`config.mk`:
```
export PLATFORM = sky130hd
export DESIGN_NAME = mult_job_sequencer
export DESIGN_NICKNAME = d
export VERILOG_FILES = /design/src/rtl/mult_job_sequencer.sv
export SDC_FILE = /design/constraint.sdc
export NUM_CORES = 1
export LEC_CHECK = 0
export CAP_MARGIN = 20
export CORE_AREA = 2 2 97 99
export DETAILED_ROUTE_END_ITERATION = 10
export DIE_AREA = 0 0 99 101
export PLACE_DENSITY = 0.82
export SLEW_MARGIN = 20
export SYNTH_ARGS = -nofsm -noshare
export SYNTH_HDL_FRONTEND = slang
export SYNTH_SLANG_ARGS = --single-unit
export TNS_END_PERCENT = 50
```
`constraint.sdc`:
```
create_clock -name clock -period 3.3 [get_ports clock]
set_clock_uncertainty 0.15 [all_clocks]
set_input_delay 0.33 -clock clock [delete_from_list [all_inputs] [get_ports clock]]
set_output_delay 0.33 -clock clock [all_outputs]
set_load 0.01 [all_outputs]
```
`src/rtl/mult_job_sequencer.sv`:
```
// Operand FIFO plus single-job sequencer for the repetitive-addition multiplier.
// Products (or timeout markers) are returned on a valid/ready result port.
module mult_job_sequencer #(
    parameter int unsigned WIDTH   = 8,
    parameter int unsigned DEPTH   = 4,
    parameter int unsigned TIMEOUT = 300
) (
    input  logic                       clock,
    input  logic                       reset,
    input  logic                       in_valid,
    output logic                       in_ready,
    input  logic [WIDTH-1:0]           in_a,
    input  logic [WIDTH-1:0]           in_b,
    output logic                       out_valid,
    input  logic                       out_ready,
    output logic [2*WIDTH-1:0]         out_r,
    output logic                       out_err,
    output logic                       mul_start,
    output logic [WIDTH-1:0]           mul_a,
    output logic [WIDTH-1:0]           mul_b,
    input  logic [2*WIDTH-1:0]         mul_r,
    input  logic                       mul_ready,
    output logic                       busy,
    output logic [$clog2(DEPTH+1)-1:0] count
);
    localparam int unsigned CW = $clog2(DEPTH + 1);
    localparam int unsigned PW = $clog2(DEPTH);
    localparam int unsigned TW = $clog2(TIMEOUT + 1);

    typedef enum logic [2:0] {
        S_IDLE,
        S_ISSUE,
        S_GUARD,
        S_WAIT,
        S_HOLD
    } state_t;

    state_t               state_q, state_d;
    logic [WIDTH-1:0]     fifo_a_q [DEPTH];
    logic [WIDTH-1:0]     fifo_b_q [DEPTH];
    logic [PW-1:0]        wptr_q, wptr_d;
    logic [PW-1:0]        rptr_q, rptr_d;
    logic [CW-1:0]        count_q, count_d;
    logic                 in_ready_q, in_ready_d;
    logic [TW-1:0]        timer_q, timer_d;
    logic [WIDTH-1:0]     mul_a_q, mul_a_d;
    logic [WIDTH-1:0]     mul_b_q, mul_b_d;
    logic [2*WIDTH-1:0]   out_r_q, out_r_d;
    logic                 out_err_q, out_err_d;
    logic                 out_valid_q, out_valid_d;
    logic                 mul_start_q, mul_start_d;
    logic                 busy_q, busy_d;
    logic                 push, pop, load_head;

    assign push = in_valid && in_ready_q;
    assign pop  = (state_q == S_ISSUE);

    // Occupancy and pointers; in_ready is re-derived from the next count only.
    always_comb begin
        wptr_d  = wptr_q;
        rptr_d  = rptr_q;
        count_d = count_q;
        if (push) wptr_d = wptr_q + PW'(1);
        if (pop)  rptr_d = rptr_q + PW'(1);
        case ({push, pop})
            2'b10:   count_d = count_q + CW'(1);
            2'b01:   count_d = count_q - CW'(1);
            default: count_d = count_q;
        endcase
        in_ready_d = (count_d < CW'(DEPTH));
    end

    // Operands are loaded on the way into ISSUE so mul_a/mul_b are valid with mul_start.
    always_comb begin
        state_d   = state_q;
        timer_d   = timer_q;
        mul_a_d   = mul_a_q;
        mul_b_d   = mul_b_q;
        out_r_d   = out_r_q;
        out_err_d = out_err_q;
        load_head = 1'b0;
        case (state_q)
            S_IDLE: begin
                if (count_q != '0) begin
                    state_d   = S_ISSUE;
                    load_head = 1'b1;
                end
            end
            S_ISSUE: begin
                timer_d = '0;
                state_d = S_GUARD;
            end
            S_GUARD: begin
                state_d = S_WAIT;
            end
            S_WAIT: begin
                timer_d = timer_q + TW'(1);
                if (mul_ready) begin
                    out_r_d   = mul_r;
                    out_err_d = 1'b0;
                    state_d   = S_HOLD;
                end else if (timer_q == TW'(TIMEOUT - 1)) begin
                    out_r_d   = '0;
                    out_err_d = 1'b1;
                    state_d   = S_HOLD;
                end
            end
            S_HOLD: begin
                if (out_ready) begin
                    if (count_q != '0) begin
                        state_d   = S_ISSUE;
                        load_head = 1'b1;
                    end else begin
                        state_d = S_IDLE;
                    end
                end
            end
            default: begin
                state_d = S_IDLE;
            end
        endcase
        if (load_head) begin
            mul_a_d = fifo_a_q[rptr_q];
            mul_b_d = fifo_b_q[rptr_q];
        end
        out_valid_d = (state_d == S_HOLD);
        mul_start_d = (state_d == S_ISSUE);
        busy_d      = (state_d != S_IDLE) || (count_d != '0);
    end

    always_ff @(posedge clock) begin
        if (reset) begin
            state_q     <= S_IDLE;
            wptr_q      <= '0;
            rptr_q      <= '0;
            count_q     <= '0;
            in_ready_q  <= 1'b1;
            timer_q     <= '0;
            mul_a_q     <= '0;
            mul_b_q     <= '0;
            out_r_q     <= '0;
            out_err_q   <= 1'b0;
            out_valid_q <= 1'b0;
            mul_start_q <= 1'b0;
            busy_q      <= 1'b0;
        end else begin
            state_q     <= state_d;
            wptr_q      <= wptr_d;
            rptr_q      <= rptr_d;
            count_q     <= count_d;
            in_ready_q  <= in_ready_d;
            timer_q     <= timer_d;
            mul_a_q     <= mul_a_d;
            mul_b_q     <= mul_b_d;
            out_r_q     <= out_r_d;
            out_err_q   <= out_err_d;
            out_valid_q <= out_valid_d;
            mul_start_q <= mul_start_d;
            busy_q      <= busy_d;
        end
    end

    always_ff @(posedge clock) begin
        if (push) begin
            fifo_a_q[wptr_q] <= in_a;
            fifo_b_q[wptr_q] <= in_b;
        end
    end

    assign in_ready  = in_ready_q;
    assign out_valid = out_valid_q;
    assign out_r     = out_r_q;
    assign out_err   = out_err_q;
    assign mul_start = mul_start_q;
    assign mul_a     = mul_a_q;
    assign mul_b     = mul_b_q;
    assign busy      = busy_q;
    assign count     = count_q;

endmodule

```
Word-level counts from Yosys, hierarchy flattened
Memories as Yosys holds them, arrays and structs flattened. A register that Yosys moved wholly into a read port is not among the register bits.
Cells that the tools add are included.
Cells by class
  $add $sub $neg: 5
  magnitude comparators: 1
  equality and inequality tests: 9
  muxes and demuxes: 17
  reduce and logical (&&, ||, !) cells: 9
Operators with widths (count)
  two-way mux 16 bit: 2
  case mux 9 bit (2 select lines): 1
  case mux 3 bit (5 select lines): 1
  two-way mux 3 bit: 4
  adder 9 x 1 -> 9 bit, second input constant: 1
  equality test 9 bit, second input constant: 1
  nonzero test 3 bit: 3
  two-way mux 1 bit: 7
  equality test 3 x 1 -> 1 bit, second input constant: 2
  equality test 3 x 2 -> 1 bit, second input constant: 2
  equality test 3 bit, second input constant: 2
  case mux 3 bit (2 select lines): 1
  adder 2 x 1 -> 2 bit, second input constant: 2
  nonzero test 2 bit: 2
  adder 3 x 1 -> 3 bit, second input constant: 1
  zero test 3 bit: 1
  less-than comparator 3 bit, second input constant: 1
  subtractor 3 x 1 -> 3 bit, second input constant: 1
  equality test 2 x 1 -> 1 bit, second input constant: 1
  equality test 2 bit, second input constant: 1
  case mux 1 bit (2 select lines): 1
  AND reduction 2 bit: 1
  logical AND 1 bit: 1
  logical OR 1 bit: 1
Storage, ports and cells
  flip-flop bits (word level): 40
  RAM bits: 64
  input port bits: 37
  output and inout port bits: 40
  logic and storage cells: 54
  memories: 2
Memories
  fifo_a_q: words 4, bits a word 8, read ports 1, clocked after Yosys merged registers in 1, write ports 1, RTL line 39  | logic [WIDTH-1:0] fifo_a_q [DEPTH];
  fifo_b_q: words 4, bits a word 8, read ports 1, clocked after Yosys merged registers in 1, write ports 1, RTL line 40  | logic [WIDTH-1:0] fifo_b_q [DEPTH];

Logic depth before layout (Yosys ltp)
  depth in word-level cells: 6
  depth in mapped cells: 9
  gate-level depth less buffers: 8

Worst setup path before layout
No wires, ideal clock.
  path type: reg2reg
  start: reg state_q[0]
  end: reg in_ready_q, in the netlist in_ready
  setup time: 0.123 ns
  arrival time: 2.117 ns
  required time: 3.027 ns
  slack: 0.910 ns
  stages on the path, launching flop included: 10
  path buffers: 1
  period minus slack after synthesis: 2.390 ns
  cells stage by stage: dfxtp_1 > buf_2 > nor3b_1 > ha_1 > inv_1 > fa_1 > xor2_1 > nor2_1 > xnor2_1 > or2_2
On the way
  longest elaborated chain between the ends: 4
  elaborated cells between the ends (all ways): 5
  classes of those cells: order compare: 1; eq/ne: 3; mux: 1
RTL lines
  start, declared: RTL line 38  | state_t state_q, state_d;
  start signal, assigned: RTL line 147  | state_q <= state_d;
  equality test 3 x 1 -> 1 bit *: RTL line 56  | assign pop = (state_q == S_ISSUE);
  equality test 2 x 1 -> 1 bit or equality test 2 bit (tied branches): RTL line 65  | case ({push, pop})
  case mux 3 bit (2 select lines) *: RTL line 65
  less-than comparator 3 bit *: RTL line 70  | in_ready_d = (count_d < CW'(DEPTH));
  end signal, assigned: RTL line 151  | in_ready_q <= in_ready_d;
  end, declared: RTL line 44  | logic in_ready_q, in_ready_d;
Mark *: on every way between the ends. The rest lies on a longest branch, timed or not.
A chain may end at the register's enable or synchronous reset.

Worst setup path after layout
Ends and elaborated chain as after synthesis.

==> metrics.txt <==
later-pin clock latency in the skew report=0.51 ns; P&R area growth vs syn=29.78%; Ys Warns=0; flops & latches, synth=120; number of global-route vias before repair=3,211; antenna-violating nets left=0; GP Congestion=0.7895; total number of vias=3,137; Sequential Power Share=0.392; largest family of logic cells by synthesized area=simple AND/OR/NAND/NOR gates; total track usage=0.2059; I/O Pins=77; Max FO, Critical Path=10; Avg Synthesized Cell Area=12.79 sq um; GRT met3 Usage=0.06241; pre-CTS WS=0.6486 ns; Final Non-Filler Cells=563; syn nets=408; RSZ-0062 raised after global routing=no; met1 Usage GRT=0.2338; die area=9999 sq um; leakage power=0.002023 uW; final setup violation count=0; Mapped Cells=364; DR vias/cell=5.572; Worst setup SP type=register; residual DRC count=0; CTS H-tree lvls=4; CP required=3.54 ns; Distinct cells, synth=44; most frequent cells in the layout=75 x clkdlybuf4s50_1, 64 x edfxtp_1, 61 x nand2_1; FF-to-FF setup slack=0.60 ns; initial antenna violation count=0; Post-CTS Setup Inserts=0; Clock Tree Root=clkbuf_8; commonest non-fill, non-tap cell in the layout=clkdlybuf4s50_1; Reg-to-Reg Start=state_q[0]$_SDFF_PP0_; Sw Ratio=0.2967; part of the power in combinational logic=0.256; register area share after synthesis=0.6536; CTS buffer count=17; Synth Area in XOR/XNOR=0.01317; clock share of power=0.352; slew at the pin with the worst max-slew slack=1.023 ns; Post-synth EDFFs=64; Fin Setup TNS=0 ns; Clk pin slew, worst setup/hold paths=0.06 ns; CP Data Arrival Time=2.94 ns; Synth Area in Compound Gates=0.08680; post-route core utilization=0.6730; n_diodes=0; global-route wire length before repair=15,530 um; Final WS setup=0.6003 ns; global route hottest layer=met2; outcome=complete, no violations; DPL Wire Length=5921 um; R2R depth=8; GRT overflow=0; Post-synth ARST share=0; VDD IR max=0.4430 mV; adder-cell share of the synthesized area=0.02042; PD cells=859.0 nW/um^2; die span in y=101 um; internal power=3651 uW; CP Cell Sequence=nor3b_1, ha_1, inv_1, fa_1, xor2_1, nor2_1, xnor2_1, or2_2; post-synthesis mux area share=0.08465; Crit. Startpoint=state_q[0]$_SDFF_PP0_; largest net degree at the start of global routing=57; Max stage delay on crit path=0.50 ns; Final Cycle Share=0.8181; net switching power=1540 uW; Synth Flop Type=edfxtp_1; post-route minimum period=2.700 ns; CP Class=register to register; port bufs=76; slew margin rel.=0.3178; crit path to=in_ready$_SDFF_PP1_; Nets=483; CTS Hold Bufs=0; hold depth=3; Starting Density=0.5186; FMAX=0.3704 GHz; Core Area=8977 sq um; clock buffer depth=2; fraction of layout cells with a size suffix above 1=0.1305; 1st-iter DRT viols=171; Mapped Area=4656 sq um; DIE WIDTH=99 um; Power Total=5190 uW; DRT Wirelength=9929 um; PostCTS Resize Cnt=0; CTS tree=yes; Max-Cap Viols=0; row count=35; Worst R2R End=in_ready$_SDFF_PP1_; fin. max-slew vios=0; per-cell routed wire length=17.64 um; Placed Cells=531; final hold vios=0; HP Class=input port to register; crit end category=register; First-pass DRT Iterations=4; met2 Resource Use GR=0.3664; Synth Area in Simple Gates=0.1123; clock sinks=120; critical path's slowest cell=dfxtp_1
flip-flops by register name (all words and copies together) (netlist names):
register   flops
out_valid      1
mul_start      1
out_r         16
state_q        3
fifo_a_q      32
mul_b          8
busy           1
out_err        1
rptr_q         2
timer_q        9
wptr_q         2
fifo_b_q      32
mul_a          8
in_ready       1
count          3
cell type report:
| type | instances | area [sq um] |
|---|---|---|
| Clock buffer | 18 | 417.9 |
| Clock inverter | 14 | 175.2 |
| Fill cell | 634 | 2935 |
| Inverter | 7 | 26.28 |
| Multi-Input combinational cell | 216 | 1478 |
| Sequential cell | 120 | 3043 |
| Tap cell | 111 | 138.9 |
| Timing Repair Buffer | 77 | 763.2 |
cell families (layout without fill, tap and decap cells):
kind of cell,count (synthesis),count (layout)
flops,120,120
simple gates,111,111
compound gates,72,72
buf+inv,28,116
mux,19,19
fa+ha+maj,7,7
xor+xnor,7,7
power groups by stage:
| stage | Clock (uW) | Combinational, uW | Sequential (uW) |
|---|---|---|---|
| after global placement | 0 | 1290 | 2040 |
| after CTS | 1850 | 1350 | 2030 |
| after global routing | 1910 | 1450 | 2060 |
| after detailed placement | 0 | 1320 | 2060 |
| after floorplan | 0 | 845 | 2040 |
| final | 1830 | 1330 | 2030 |
metrics by stage:
| stage | hold slack, ns | instance area, sq um |
|---|---|---|
| finish | 0.2238 | 6042 |
| CTS | 0.1978 | 6042 |
| detailed placement | 0.3006 | 5449 |
| floorplan | 0.2789 | 4656 |
| global route | 0.2207 | 6042 |
| global placement | 0.2959 | 5449 |
Yosys cell counts, types with 2 or more instances:
library cell / instances / area (sq um)
mux2_2: 3 / 33.78
nor3b_1: 2 / 15.01
nand2_1: 61 / 229.0
clkbuf_1: 7 / 26.28
and3_1: 4 / 25.02
nand3_1: 6 / 30.03
nor3_1: 3 / 15.01
buf_4: 3 / 22.52
a21oi_1: 41 / 205.2
inv_1: 7 / 26.28
edfxtp_1: 64 / 1922
a311oi_1: 2 / 17.52
o21a_1: 2 / 15.01
xnor2_1: 3 / 26.28
nand2b_1: 3 / 18.77
nor2_1: 18 / 67.56
nor2b_1: 3 / 18.77
mux4_2: 16 / 360.4
o21ai_0: 21 / 105.1
xor2_1: 4 / 35.03
ha_1: 6 / 75.07
dfxtp_1: 56 / 1121
buf_2: 8 / 40.04
routing by layer:
layer  share of wire  routed length (um)
met5               0                   0
met4           0.013                 131
met3           0.050                 501
met2            0.53                5250
met1            0.41                4045
critical path: cells and delay by family, from the launching register on:
kind                       cells  cell delay, ns
adders and majority gates      2            0.66
xor gates and xnor gates       2            0.35
buffers and inverters          1            0.07
and+or+nand+nor                3            0.86
DFF                            1            0.50
how the worst min path moves through the flow:
stage                                           to                   from
final                       out_r[13]$_SDFFE_PP0P_              mul_r[13]
after global routing        out_r[14]$_SDFFE_PP0P_              mul_r[14]
after CTS                   out_r[14]$_SDFFE_PP0P_              mul_r[14]
after detailed placement     mul_a[6]$_SDFFE_PP0P_  mul_a[6]$_SDFFE_PP0P_
after global placement       mul_b[5]$_SDFFE_PP0P_  mul_b[5]$_SDFFE_PP0P_
after floorplan           fifo_a_q[0][0]$_DFFE_PP_                in_a[0]
Note: power is estimated with default switching activity, not from simulation.
